==> src/rtl/pred_outcome_tracker_pkg.sv <==
// Shared types for the branch-prediction outcome tracker: the in-flight entry
// record, error-flag bit positions and the saturating miss-counter helper.
package pred_outcome_tracker_pkg;

    typedef logic [15:0] lc3b_word;

    typedef struct packed {
        lc3b_word pc;
        logic     p0;
        logic     p1;
        logic     sel;
    } bp_entry_t;

    localparam int unsigned BP_DEPTH = 4;
    localparam int unsigned BP_PTR_W = 2;

    localparam int unsigned ERR_PC    = 2;
    localparam int unsigned ERR_UNDER = 1;
    localparam int unsigned ERR_OVER  = 0;

    localparam lc3b_word MISS_MAX = 16'hFFFF;

    function automatic lc3b_word sat_inc(input lc3b_word v, input logic en);
        return (en && (v != MISS_MAX)) ? v + 16'd1 : v;
    endfunction

endpackage

==> src/rtl/pred_outcome_tracker_fifo.sv <==
// In-order storage for in-flight branch predictions. Push/pop arrive already
// qualified by the top, but are re-guarded here so the FIFO can never corrupt itself.
module bp_entry_fifo
    import pred_outcome_tracker_pkg::*;
#(
    parameter int DEPTH = BP_DEPTH,
    parameter int PTR_W = BP_PTR_W
) (
    input  logic             clk,
    input  logic             rst_n,
    input  logic             push_i,
    input  bp_entry_t        wdata_i,
    input  logic             pop_i,
    input  logic             flush_i,
    output bp_entry_t        head_o,
    output logic [PTR_W:0]   count_o,
    output logic             full_o,
    output logic             empty_o
);

    localparam logic [PTR_W:0] FULL_CNT = (PTR_W+1)'(DEPTH);

    bp_entry_t [DEPTH-1:0] mem_q;
    logic [PTR_W-1:0]      wr_ptr_q, wr_ptr_d;
    logic [PTR_W-1:0]      rd_ptr_q, rd_ptr_d;
    logic [PTR_W:0]        count_q, count_d;
    logic                  push_en, pop_en;

    assign empty_o = (count_q == '0);
    assign full_o  = (count_q == FULL_CNT);
    assign count_o = count_q;
    assign head_o  = mem_q[rd_ptr_q];

    // A flush drops any same-cycle push; a full FIFO only accepts a push when it also pops.
    assign pop_en  = pop_i & ~empty_o;
    assign push_en = push_i & ~flush_i & (~full_o | pop_en);

    always_comb begin
        wr_ptr_d = wr_ptr_q;
        rd_ptr_d = rd_ptr_q;
        count_d  = count_q + (PTR_W+1)'(push_en) - (PTR_W+1)'(pop_en);
        if (push_en) wr_ptr_d = wr_ptr_q + PTR_W'(1);
        if (pop_en)  rd_ptr_d = rd_ptr_q + PTR_W'(1);
        if (flush_i) begin
            count_d  = '0;
            rd_ptr_d = wr_ptr_d;
        end
    end

    always_ff @(posedge clk or negedge rst_n) begin
        if (!rst_n) begin
            wr_ptr_q <= '0;
            rd_ptr_q <= '0;
            count_q  <= '0;
            mem_q    <= '0;
        end else begin
            wr_ptr_q <= wr_ptr_d;
            rd_ptr_q <= rd_ptr_d;
            count_q  <= count_d;
            if (push_en) mem_q[wr_ptr_q] <= wdata_i;
        end
    end

endmodule

==> src/rtl/pred_outcome_tracker.sv <==
// Tracks component/meta predictions from IF to WB and produces same-cycle
// correctness feedback for the choice predictor plus sticky error and miss statistics.
module pred_outcome_tracker
    import pred_outcome_tracker_pkg::*;
#(
    parameter int DEPTH = BP_DEPTH,
    parameter int PTR_W = BP_PTR_W
) (
    input  logic           clk,
    input  logic           rst_n,
    input  logic           if_push,
    input  lc3b_word       if_pc,
    input  logic           if_p0_taken,
    input  logic           if_p1_taken,
    input  logic           if_pred_select,
    input  logic           wb_resolve,
    input  lc3b_word       wb_pcplus2,
    input  logic           wb_taken,
    input  logic           flush,
    output logic           wbisbranch,
    output logic           p0_pred_correct,
    output logic           p1_pred_correct,
    output logic           mispredict,
    output logic           full,
    output logic           empty,
    output logic [PTR_W:0] count,
    output logic [2:0]     err_flags,
    output lc3b_word       p0_miss_cnt,
    output lc3b_word       p1_miss_cnt
);

    bp_entry_t head, wdata;
    logic      do_pop, sel_pred, pc_bad, underflow, overflow;
    logic [2:0] err_flags_q, err_flags_d;
    lc3b_word  p0_miss_q, p0_miss_d, p1_miss_q, p1_miss_d;

    assign wdata = '{pc: if_pc, p0: if_p0_taken, p1: if_p1_taken, sel: if_pred_select};

    bp_entry_fifo #(.DEPTH(DEPTH), .PTR_W(PTR_W)) u_fifo (
        .clk     (clk),
        .rst_n   (rst_n),
        .push_i  (if_push),
        .wdata_i (wdata),
        .pop_i   (do_pop),
        .flush_i (flush),
        .head_o  (head),
        .count_o (count),
        .full_o  (full),
        .empty_o (empty)
    );

    // WB feedback is purely combinational off the head so the choice table updates this cycle.
    assign do_pop          = wb_resolve & ~empty;
    assign wbisbranch      = do_pop;
    assign sel_pred        = head.sel ? head.p1 : head.p0;
    assign p0_pred_correct = do_pop & (head.p0 == wb_taken);
    assign p1_pred_correct = do_pop & (head.p1 == wb_taken);
    assign mispredict      = do_pop & (sel_pred != wb_taken);

    assign pc_bad    = do_pop & ((wb_pcplus2 - 16'h2) != head.pc);
    assign underflow = wb_resolve & empty;
    assign overflow  = if_push & full & ~do_pop & ~flush;

    always_comb begin
        err_flags_d            = err_flags_q;
        err_flags_d[ERR_PC]    = err_flags_q[ERR_PC]    | pc_bad;
        err_flags_d[ERR_UNDER] = err_flags_q[ERR_UNDER] | underflow;
        err_flags_d[ERR_OVER]  = err_flags_q[ERR_OVER]  | overflow;
        p0_miss_d = sat_inc(p0_miss_q, do_pop & (head.p0 != wb_taken));
        p1_miss_d = sat_inc(p1_miss_q, do_pop & (head.p1 != wb_taken));
    end

    always_ff @(posedge clk or negedge rst_n) begin
        if (!rst_n) begin
            err_flags_q <= '0;
            p0_miss_q   <= '0;
            p1_miss_q   <= '0;
        end else begin
            err_flags_q <= err_flags_d;
            p0_miss_q   <= p0_miss_d;
            p1_miss_q   <= p1_miss_d;
        end
    end

    assign err_flags   = err_flags_q;
    assign p0_miss_cnt = p0_miss_q;
    assign p1_miss_cnt = p1_miss_q;

endmodule

==> config.mk <==
export PLATFORM = sky130hd
export DESIGN_NAME = pred_outcome_tracker
export DESIGN_NICKNAME = d
export VERILOG_FILES = /design/src/rtl/pred_outcome_tracker_pkg.sv /design/src/rtl/pred_outcome_tracker_fifo.sv /design/src/rtl/pred_outcome_tracker.sv
export SDC_FILE = /design/constraint.sdc
export NUM_CORES = 1
export LEC_CHECK = 0
export ABC_AREA = 1
export CORE_UTILIZATION = 55
export DETAILED_ROUTE_END_ITERATION = 8
export PLACE_DENSITY = 0.8
export SLEW_MARGIN = 20
export SYNTH_ARGS = -nofsm -noshare
export SYNTH_HDL_FRONTEND = slang
export SYNTH_SLANG_ARGS = --single-unit
==> constraint.sdc <==
create_clock -name clk -period 2.35 [get_ports clk]
set_clock_uncertainty 0.05 [all_clocks]
set_input_delay 0.47 -clock clk [delete_from_list [all_inputs] [get_ports clk]]
set_output_delay 0.47 -clock clk [all_outputs]
set_load 0.005 [all_outputs]
==> results of run 1 <==
## stage by stage
step / utilization (%) / setup TNS [ns] / hold slack [ns] / std cells / setup WS [ns]
6_report: 73.61 / -0.01093 / 0.04122 / 1139 / -0.01093
5_1_grt: 73.61 / -0.1822 / 0.07938 / 1139 / -0.1004
4_1_cts: 72.74 / 0 / 0.06457 / 1137 / 0.01272
3_5_place_dp: 66.82 / -1.170 / 0.3974 / 1093 / -0.2794
3_3_place_gp: 66.82 / -0.9949 / 0.3877 / 1093 / -0.2311
2_1_floorplan: - / 0 / 0.1244 / 866 / 0.1398
## final cells by class
| class | count | area, um2 | area share [%] |
|---|---|---|---|
| clock buffers | 27 | 503.0 | 5.959 |
| clock inverters | 4 | 20.02 | 0.2372 |
| inverters | 92 | 351.6 | 4.165 |
| multi-input cells | 626 | 3164 | 37.49 |
| flip-flops and latches | 118 | 2954 | 35.00 |
| well taps | 143 | 178.9 | 2.120 |
| repair buffers | 129 | 1269 | 15.03 |
## final timing paths
kind                                         start            endpoint  slack (ns)  cells after the start
max in group asynchronous                    rst_n  u_fifo.rd_ptr_q[0]        1.85                      2
worst max register to register   u_fifo.count_o[1]   u_fifo.count_o[2]        0.09                     11
worst min-delay path                         rst_n    u_fifo.mem_q[51]        0.04                      2
min in group clk                      err_flags[1]        err_flags[1]        0.40                      1
worst min register to register        err_flags[1]        err_flags[1]        0.40                      1
worst max-delay path            u_fifo.rd_ptr_q[0]          mispredict       -0.01                      8
## cell families (layout without fill, tap and decap cells)
family,Yosys count,count (layout),synth area share (%)
AND/OR/NAND/NOR,471,471,31.13
AO/OA/AOI/OAI,115,115,9.481
multiplexers,1,1,0.1731
buffers and inverters,122,252,7.884
adder cells (fa/ha/maj),10,10,2.039
XOR/XNOR,29,29,3.904
flip-flops,118,118,45.38
## power breakdown
group	switching [mW]	leakage [nW]	internal (mW)
combinational	2.53	2.39	2.04
sequential	0.554	1.48	2.85
clock	0.845	0.261	1.44
total	3.93	4.14	6.33
## worst reg2reg max path: cells and delay by family (launching register included)
kind | cells | cell delay (ns)
AND/OR/NAND/NOR | 5 | 0.82
adder cells (fa/ha/maj) | 3 | 0.70
flip-flops | 1 | 0.38
buffers and inverters | 3 | 0.23
## per-layer routing
| layer | global-route usage, % | routed length [um] |
|---|---|---|
| met1 | 36.91 | 7073 |
| met2 | 43.35 | 7535 |
| met3 | 5.085 | 877 |
| met4 | 9.244 | 185 |
| met5 | 0 | 0 |
## sequential cells by signal, indices dropped and copies added, names as in the netlist
name / cells
p0_miss_cnt: 16
u_fifo.count_o: 3
err_flags: 3
u_fifo.wr_ptr_q: 2
p1_miss_cnt: 16
u_fifo.rd_ptr_q: 2
u_fifo.mem_q: 76
## placed cells by master (no fill, tap or decap), types with 3 or more instances in the layout
master and count:
nand2_1 309, dfrtp_1 117, o21ai_0 91, inv_1 85, clkdlybuf4s50_1 78, nand3_1 58
nor2_1 45, buf_4 35, xor2_1 20, clkbuf_16 17, nand2_2 12, nor3_1 10
o21ai_2 8, ha_1 8, xnor2_1 7, clkbuf_1 6, buf_12 6, clkinv_2 5
nand4_1 5, nor4_1 5, nor2_4 4, inv_2 4, nor2_2 4, a21oi_1 4
o21ai_1 4, clkbuf_8 4, buf_6 4, nand3b_1 3, nand3_2 3
## what timing repair did
item,4_1_cts,5_1_grt
endpoints found under the hold margin,0,0
resized for setup,25,21
buffers inserted,13,2
pin swaps,10,9
endpoints found under the setup margin,4,6
==> metrics.md, run 1 <==
| Metric | Value |
|---|---|
| Most frequent cell after synthesis | nand2_1 |
| Post-synth EDFFs | 0 |
| Routed vias | between 6000 and 7000 |
| Most frequent CP cell | buf_4 |
| Initial antenna violation count | 0 |
| CP Buf/Inv Count | 3 |
| Vias in the first global route | ~5700 |
| Status | finished, violations left |
| GRT Resource Usage Total | between 20% and 30% |
| Failing checks | setup timing |
| Number of fill cells in the layout | between 800 and 900 |
| Placeable Area | 0.01147 mm2 |
| FF+latch count, synth | ~120 |
| Htree depth | 4 |
| Area grow syn2layout | 29.73% |
| Max Cap Viol | 0 |
| Worst-Skew Late Latency | around 0.41 ns |
| Cell accounting for the most synthesized area | dfrtp_1 |
| Ys Warns | 0 |
| Syn nets | just over 900 |
| Crit path cell chain | buf_4 -> nor2_2 -> o22ai_2 -> buf_4 -> o21ai_4 -> o21ai_2 -> a21oi_2 -> buf_2 |
| CTS clk-pin slew, worst paths | about 0.05 ns |
| Ant diodes | 0 |
| Yosys top cell area share | 45.38% |
| Syn_area_per_cell | between 7 and 8 um2 |
| Cells after Synth | roughly 870 |
| Critical Path Max Stage Delay | about 0.45 ns |
| Leakage | just over 4 nW |
| TritonCTS Buffers | 17 |
| Num rows | 39 |
| Worst path top cell family by delay | flip-flops |
| Detailed Route Iter0 Violations | 550 |
| Clock period minus worst slack | around 2.4 ns |
| Fmax | ~0.42 GHz |
| Post-synth cell types | 43 |
| Max VDD drop | about 0.7 mV |
| Hold Buf Count CTS | 0 |
| Setup crit end kind | output port |
| Placed cell area | approximately 0.0077 mm2 |
| IO Count | 85 |
| Slew headroom | 68.16% |
| Nets | between 1000 and 1500 |
| Drt wl/cell | ~14 um |
| Predominant post-synthesis flop cell | dfrtp_1 |
| Worst Tran Pin Value | between 0.4 and 0.5 ns |
| First-pass GRT wire length | approximately 27000 um |
| Die Span Y | 110.8 um |
| DRT Pass-1 Iters | 5 |
| Detailed placer's ending HPWL | about 10000 um |
| Final wirelength | 15670 um |
| Setup violations, final | 1 |
| Critical path's slowest cell | dfrtp_2 |
| Period utilisation layout | 100.5% |
| Sink Count | 118 |
| Vias per inst | around 5.3 |
| Async set or reset register ratio after synthesis | 100.0% |
| Cell Pwr Density | 1215 mW/mm2 |
| Antenna-violating nets left | 0 |
| Crit path DAT | about 1.8 ns |
| RSZ-0062 raised after global routing | yes |
| Initial Util | between 50% and 60% |
| CTS tree | done |
| Total die area | about 0.012 mm2 |
| CP required | 1.83 ns |
| Clock Root Buffer | clkbuf_16 |
| Final Instance Area | ~0.0084 mm2 |
| DRC | 0 |
| Mapped Area | approximately 0.0065 mm2 |
| Port-buffer cells | 84 |
| Grt total ovfl | 0 |
| Synth cell count leaders | 313 x nand2_1, 118 x dfrtp_1, 95 x o21ai_0 |
| Final worst setup slack | -0.01093 ns |
| Crit path launch type | flop |
| WS Path Type | reg2out |
| Largest net degree at the start of global routing | 84 |
| Share of post-route cells with drive strength above 1 | a little over an eighth |
| CTS Buffer Depth | 2 |
| Total power | between 10 and 15 mW |
| Die W | roughly 110 um |
| Fin. max-slew vios | 0 |
| Sequential element share of the synthesized area | a little under half |
| CP max FO | 4 |
| Fin. Hold Viols | 0 |
| Top cells by area, synth | dfrtp_1 45%, nand2_1 18%, o21ai_0 7.3% |
| GPL Wtd Cong | 0.8376 |
| Worst Hold Class | in2async |
Power figures use the tool's default switching activity.
==> inputs of run 2 (changes only) <==
--- a/config.mk
+++ b/config.mk
@@ -6,9 +6,9 @@
 export NUM_CORES = 1
 export LEC_CHECK = 0
 export ABC_AREA = 1
-export CORE_UTILIZATION = 55
+export CORE_UTILIZATION = 45
 export DETAILED_ROUTE_END_ITERATION = 8
-export PLACE_DENSITY = 0.8
+export PLACE_DENSITY = 0.67
 export SLEW_MARGIN = 20
 export SYNTH_ARGS = -nofsm -noshare
 export SYNTH_HDL_FRONTEND = slang
==> metrics.md, run 2 (same netlist as run 1, synthesis figures left out) <==
| Metric | Value |
|---|---|
| Status | finished, final reports clean |
| Worst R2R Start | u_fifo.rd_ptr_q[0] |
| Antenna-violating nets left | 0 |
| Worst Tran Pin Value | roughly 0.43 ns |
| Hold slack | between 0.4 and 0.5 ns |
| R2R depth | 14 |
| Fin. Hold Viols | 0 |
| RSZ-0062 raised after global routing | yes |
| Placeable Area | 0.01399 mm2 |
| IO Count | 85 |
| Die W | 122.2 um |
| First-pass GRT wire length | ~26000 um |
| Fin. max-slew vios | 0 |
| Setup_tns | 0 ns |
| CTS clk-pin slew, worst paths | around 0.05 ns |
| WS Path Type | reg2out |
| Clock period minus worst slack | roughly 2.3 ns |
| Setup violations, final | 0 |
| Cell Pwr Density | about 1200 mW/mm2 |
| Fin util | just over 60% |
| CTS Buffer Depth | 2 |
| Final std cells w/o fill | 1176 |
| Leakage | roughly 4.2 nW |
| Largest net degree at the start of global routing | 43 |
| Worst Hold Class | reg2reg |
| DRC | 0 |
| Crit path launch type | flop |
| Max VDD drop | 0.7025 mV |
| Commonest non-fill, non-tap cell in the layout | nand2_1 |
| DRT Pass-1 Iters | 5 |
| CTS tree | done |
| Slew headroom | a little under three quarters |
| Vias per inst | 4.964 |
| Max reg flops | 76 |
| GPL Wtd Cong | just over 0.8 |
| Port-buffer cells | 84 |
| Register bank with the most flops | u_fifo.mem_q |
| CP max FO | 5 |
| Hold Path Origin | err_flags[1] |
| Total die area | 0.01494 mm2 |
| Share of post-route cells with drive strength above 1 | between 10 and 15% |
| Num rows | 43 |
| Nets | between 1000 and 1500 |
| TritonCTS Buffers | 17 |
| Ant diodes | 0 |
| Commonest non-fill, non-tap cells in the layout | 309 x nand2_1, 116 x dfrtp_1, 92 x o21ai_0, 85 x inv_1, 79 x clkdlybuf4s50_1 |
| Detailed placer's ending HPWL | around 10000 um |
| Final wirelength | around 15000 um |
| Setup crit end kind | output port |
| Max Cap Viol | 0 |
| GRT Resource Usage Total | between 20% and 30% |
| Sink Count | around 120 |
| Routed vias | between 5000 and 6000 |
| Worst-Skew Late Latency | between 0.4 and 0.5 ns |
| Drt wl/cell | between 10 and 15 um |
| Post-Place Cells | roughly 1100 |
| Grt total ovfl | 0 |
| Fmax | 0.4304 GHz |
| Hold Crit Depth | 1 |
| CP required | around 1.8 ns |
| Initial Util | between 40% and 50% |
| Htree depth | 4 |
| Worst Setup SP | u_fifo.rd_ptr_q[0] |
| Crit path DAT | roughly 1.8 ns |
| Area grow syn2layout | 31.12% |
| Period utilisation layout | a little over nine tenths |
| Die Span Y | about 120 um |
| Detailed Route Iter0 Violations | ~380 |
| Vias in the first global route | between 5000 and 6000 |
| Initial antenna violation count | 0 |
| Clock Root Buffer | clkbuf_16 |
-- run 2: final timing paths --
check | end | slack [ns]
worst max-delay path | p0_pred_correct | 0.03
min in group asynchronous | p0_miss_cnt[4] | 0.50
worst min-delay path | err_flags[1] | 0.40
worst min register to register | err_flags[1] | 0.40
worst max register to register | p1_miss_cnt[2] | 0.09
max in group asynchronous | u_fifo.rd_ptr_q[1] | 1.14
-- run 2: layout make-up --
cell class	instances	area, um2
flip-flops and latches	118	2955
fillers	1285	5458
multi-input cells	626	3124
clock inverters	8	117.6
clock buffers	24	511.7
well taps	180	225.2
repair buffers	128	1245
inverters	92	351.6
-- run 2: where the power goes --
group	leakage, nW	internal (mW)	switching (mW)	total (mW)
Sequential	1.48	2.85	0.527	3.38
Clock	0.312	1.83	0.876	2.70
Combinational	2.37	1.90	2.41	4.30
-- run 2: per-layer routing --
layer	track usage, %	vias to the layer above	wire length, um
li1	-	2981	-
met1	30.67	2730	7453
met2	35.29	116	7154
met3	3.857	11	610
met4	7.241	0	185
met5	0	-	0
-- run 2: per-stage QoR --
stage                     power, mW  setup WS [ns]  area, um2
after global placement        7.285        -0.1618       7746
after CTS                     10.24        -0.1042       8436
after detailed placement      7.381        -0.2129       7746
after global routing          11.21       -0.06531       8531
final                         10.39        0.02655       8531
after floorplan               5.911         0.1398       6506
-- run 2: worst max-delay path: stages (launching register included) --
cell and delay, ns:
dfrtp_2 0.44, buf_4 0.15, buf_6 0.12, nand2_2 0.06, nand3_2 0.08, nand2_2 0.10, buf_6 0.12, xor2_4 0.16
nor2_1 0.05, clkbuf_2 0.10
-- run 2: what timing repair did --
action / in CTS / in global routing
endpoints found under the setup margin: 3 / 6
gates resized for setup: 15 / 22
pin swaps: 2 / 9
setup buffers: 2 / 6
hold buffers: 1 / 0
hold endpoints to repair: 27 / 0
==> RTL change 1 (settings of run 2) <==
`BP_DEPTH`: 4 -> 8.
--- a/src/rtl/pred_outcome_tracker_pkg.sv
+++ b/src/rtl/pred_outcome_tracker_pkg.sv
@@ -11,7 +11,7 @@
         logic     sel;
     } bp_entry_t;
 
-    localparam int unsigned BP_DEPTH = 4;
+    localparam int unsigned BP_DEPTH = 8;
     localparam int unsigned BP_PTR_W = 2;
 
     localparam int unsigned ERR_PC    = 2;
Function: changed (a bounded check fails within 4 cycles, from zero or initial values and one cycle with rst_n low).
==> RTL change 1 against run 2 <==
The run now ends with hold timing left. Fmax rose by 1.5%. Sequential share of layout area rose by 1.1 points. Setup slack improved by 0.035 ns. Register-to-register slack improved by 0.13 ns. Non-clock buffer count fell by 5. Sequential power fell by 4%. Routed wire length fell by 2.7%. Sequential cell count did not move. Power fell by 6.7%. Synthesized area fell by 3.6%. Core utilization rose by 0.63 points. Combinational power fell by 13%. Design area fell by 3.2%. Largest power group unchanged.
==> RTL change 1: results (changes against run 2) <==
| Metric | Value |
|---|---|
| Status | finished with violations |
| Violated checks | hold timing |
| Worst IR Drop VDD | 711 uV (+1.2%) |
| Vias in the first global route | 5241 (-4.2%) |
| Hpwl dp | 9.82 mm (-5.7%) |
| Worst Hold Slack | -0.00662 ns (-0.410 ns) |
| Gpl congestion | 0.894 (+8.4%) |
| CP peak stage delay | 0.42 ns (-0.02 ns) |
| Share of cells above drive strength 1 | 0.104 (-0.0313) |
| Top cells by count, synth | 297 x nand2_1, 118 x dfrtp_1, 93 x o21ai_0 |
| Fin cells | 1135 (-3.5%) |
| WL per Instance | 13.2 um (+0.83%) |
| Fin. Hold Viols | 12 (+12) |
| Total Routing Usage GR | 0.223 (+0.000943) |
| Pin count of the biggest net entering global routing | 49 (+14%) |
| # fillers | 1192 (-7.2%) |
| Min Tclk post-route | 2.29 ns (-0.0354 ns) |
| Met3 WL | 701 um (+15%) |
| Register area | 2950 sq um (about the same) |
| Worst slack at placement | -0.125 ns (+0.0880 ns) |
| CP max FO | 7 (+2) |
| Synthesized area per cell | 7.51 sq um (about the same) |
| M1 WL | 7.37 mm (-1.1%) |
| Leakage | 4.11 nW (-1.4%) |
| Post-DP Area | 7490 sq um (-3.3%) |
| Met2 WL | 6.70 mm (-6.4%) |
| Synth top area cells | dfrtp_1 47%, nand2_1 18%, o21ai_0 7.4% |
==> RTL change 1: cell types whose count changed in the layout (fill, tap and decap cells not counted), sizes merged, moves of 5 or more <==
cell / delta
nor2: +8
xnor2: +5
nand2: -25
nand3: +6
nor3: -6
o21ai: -11
==> RTL change 1: final timing paths <==
check	cells after the start	startpoint	endpoint	slack, ns
max	8	u_fifo.rd_ptr_q[0]	mispredict	0.06
min	1	rst_n	u_fifo.count_o[0]	-0.007
max reg2reg	11	u_fifo.count_o[1]	u_fifo.count_o[2]	0.22
min reg2reg	1	err_flags[0]	err_flags[0]	0.41
max in group asynchronous	2	rst_n	u_fifo.mem_q[4]	1.60
min in group clk	1	err_flags[0]	err_flags[0]	0.41
==> RTL change 1: power by group <==
part,switching [mW],total (mW),internal [mW]
Sequential,0.469,3.24,2.77
Clock,0.889,2.72,1.83
Combinational,2.13,3.74,1.61
Total,3.49,9.69,6.21
==> RTL change 1: cells by family after synthesis <==
logic type               count (synthesis)  synth area share
AND/OR/NAND/NOR                        444             0.292
buffers and inverters                  119            0.0756
flip-flops                             118             0.471
AO/OA/AOI/OAI                          107            0.0881
XOR/XNOR                                37            0.0528
adder cells (fa/ha/maj)                 10            0.0211
==> RTL change 1: area by class of cell <==
cell class              instances  share of cell area
inverters                      88              0.0403
clock buffers                  24              0.0620
multi-input cells             598               0.354
repair buffers                123               0.145
flip-flops and latches        118               0.358
clock inverters                 8              0.0142
well taps                     176              0.0267
==> RTL change 1: routing by layer <==
| layer | global-route usage | vias to the layer above |
|---|---|---|
| li1 | - | 2847 |
| met1 | 0.307 | 2563 |
| met2 | 0.347 | 130 |
| met3 | 0.0433 | 19 |
| met4 | 0.0828 | 0 |
| met5 | 0 | - |
==> RTL change 2 (settings of run 2) <==
Without the edit above. Reset style: synchronous (`rst_n`), changed in 2 clocked blocks.
--- a/src/rtl/pred_outcome_tracker_fifo.sv
+++ b/src/rtl/pred_outcome_tracker_fifo.sv
@@ -47,7 +47,7 @@
         end
     end
 
-    always_ff @(posedge clk or negedge rst_n) begin
+    always_ff @(posedge clk) begin
         if (!rst_n) begin
             wr_ptr_q <= '0;
             rd_ptr_q <= '0;
--- a/src/rtl/pred_outcome_tracker.sv
+++ b/src/rtl/pred_outcome_tracker.sv
@@ -70,7 +70,7 @@
         p1_miss_d = sat_inc(p1_miss_q, do_pop & (head.p1 != wb_taken));
     end
 
-    always_ff @(posedge clk or negedge rst_n) begin
+    always_ff @(posedge clk) begin
         if (!rst_n) begin
             err_flags_q <= '0;
             p0_miss_q   <= '0;
Behaviour: differs if rst_n is asserted again (counterexample within 4 cycles, from zero or initial values and one cycle with rst_n low); with rst_n held inactive, the same outputs for 4 cycles.
==> RTL change 2 against run 2 <==
The run now ends with setup timing left. Routed wire length increased by 9.6%. Design area decreased by 4.0%. Via count increased by 9.0%. Sequential cell count unchanged. Die area decreased by 4.0%. Synthesized area decreased by 4.1%. Setup slack got worse by 0.053 ns.
Power is not compared: it rests on default switching activity, and its combinational part moved more than twofold at a synthesized area within 25%.
==> RTL change 2: results (changes against run 2) <==
| Metric | Value |
|---|---|
| Top cells by count, synth | 260 x nand2_1, 118 x dfxtp_1, 113 x a21oi_1 |
| Vias in the first global route | 5939 (+8.5%) |
| Setup-failing EPs final | 1 (+1) |
| CP delay by family, top | compound AO/OA/AOI/OAI gates |
| Dpl cells | 1203 (+6.0%) |
| Status | finished with violations |
| Hpwl dp | 11.1 mm (+6.7%) |
| Pin count of the biggest net entering global routing | 37 (-14%) |
| Setup TNS | -0.0265 ns (-0.0265 ns) |
| Share of cells above drive strength 1 | 0.123 (-0.0129) |
| Distinct cell type count after synthesis | 41 (-4.7%) |
| CP peak stage delay | 0.36 ns (-0.08 ns) |
| Hold Path Stages | 2 (+1) |
| First-pass GRT wire length | 28.0 mm (+8.5%) |
| Setup ws final | -0.0265 ns (-0.0531 ns) |
| Post-synthesis net count | 988 (+7.7%) |
| Async SR Flop Fraction | 0 (-1.00) |
| Fin nets | 1099 (+6.3%) |
| Sequential share of the synthesized area | 0.379 (-0.0753) |
| Final WL | 16.9 mm (+9.6%) |
| Worst slack at placement | -0.200 ns (+0.0131 ns) |
| R2R depth | 9 (-5) |
| Most common cell in the synthesized netlist | nand2_1 |
| Total Routing Usage GR | 0.245 (+0.0229) |
| Slowest CP cell | dfxtp_4 |
| Worst-Margin Slew | 0.513 ns (+0.0846 ns) |
| DRT iter0 DRCs | 357 (-5.6%) |
| WL per Instance | 13.7 um (+4.3%) |
| Violated checks | setup timing |
| # fillers | 1315 (+2.3%) |
| Gpl congestion | 0.885 (+7.3%) |
| Synth top area cells | dfxtp_1 38%, nand2_1 16%, a21oi_1 9.1% |
-- RTL change 2: cell count changes after synthesis, sizes merged, moves of 10 or more --
cell	before	now
nor3	13	27
xor2	22	12
nand2	323	264
dfxtp	0	118
o21ai	104	45
a21oi	5	113
clkbuf	9	20
dfrtp	118	0
nand3	62	111
-- RTL change 2: area by class of cell --
cell class	instances	area (sq um)	share of cell area
Inverter	91	344	0.0420
Sequential cell	118	2370	0.289
Clock inverter	10	128	0.0156
Tap cell	176	220	0.0269
Multi-Input combinational cell	682	3390	0.413
Timing Repair Buffer	138	1270	0.156
Clock buffer	21	470	0.0574
-- RTL change 2: repair_timing --
item,in CTS,in global routing
gates resized for setup,19,15
gates cloned,0,0
setup endpoints to repair,4,6
buffers inserted,1,1
pin swaps,1,6
-- RTL change 2: worst min-delay path: cells and delay by family, from the launching register on --
family / cells / cell delay (ns)
buf+inv: 1 / 0.05
compound gates: 1 / 0.05
flops: 1 / 0.30
-- RTL change 2: path summary, 6_finish.rpt --
path,from,to,slack (ns)
worst max-delay path,u_fifo.rd_ptr_q[0],mispredict,-0.03
worst min-delay path,u_fifo.mem_q[46],u_fifo.mem_q[46],0.40
worst max register to register,u_fifo.count_o[0],u_fifo.count_o[2],0.29
worst min register to register,u_fifo.mem_q[46],u_fifo.mem_q[46],0.40
-- RTL change 2: cells by family (layout without fill, tap and decap cells) --
| group | after synthesis | in the layout | synth area share |
|---|---|---|---|
| AOI/OAI and AO/OA | 174 | 174 | 0.146 |
| adders and majority gates | 10 | 10 | 0.0213 |
| DFF | 118 | 118 | 0.379 |
| buffers and inverters | 137 | 260 | 0.0892 |
| xor gates and xnor gates | 19 | 19 | 0.0279 |
| and+or+nand+nor | 479 | 479 | 0.337 |
-- RTL change 2: per-layer routing --
metal / vias up / part of all wire / track usage
li1: 3288 / - / -
met1: 2834 / 0.46 / 0.315
met2: 208 / 0.46 / 0.400
met3: 33 / 0.063 / 0.0504
met4: 0 / 0.022 / 0.0953
met5: - / 0 / 0
-- RTL change 2: metrics by stage --
step                       util  hold slack (ns)  instance area, sq um
after floorplan               -            0.374                  6240
after global placement    0.561            0.386                  7520
after detailed placement  0.561            0.388                  7520
after CTS                 0.608            0.395                  8150
after global routing      0.611            0.416                  8190
final                     0.611            0.398                  8190
-- RTL change 2: power breakdown --
group	total, mW	internal, mW	switching (mW)
Clock	2.63	1.73	0.897
Sequential	2.09	2.05	0.0316
Combinational	0.740	0.315	0.425
Total	5.46	4.10	1.35
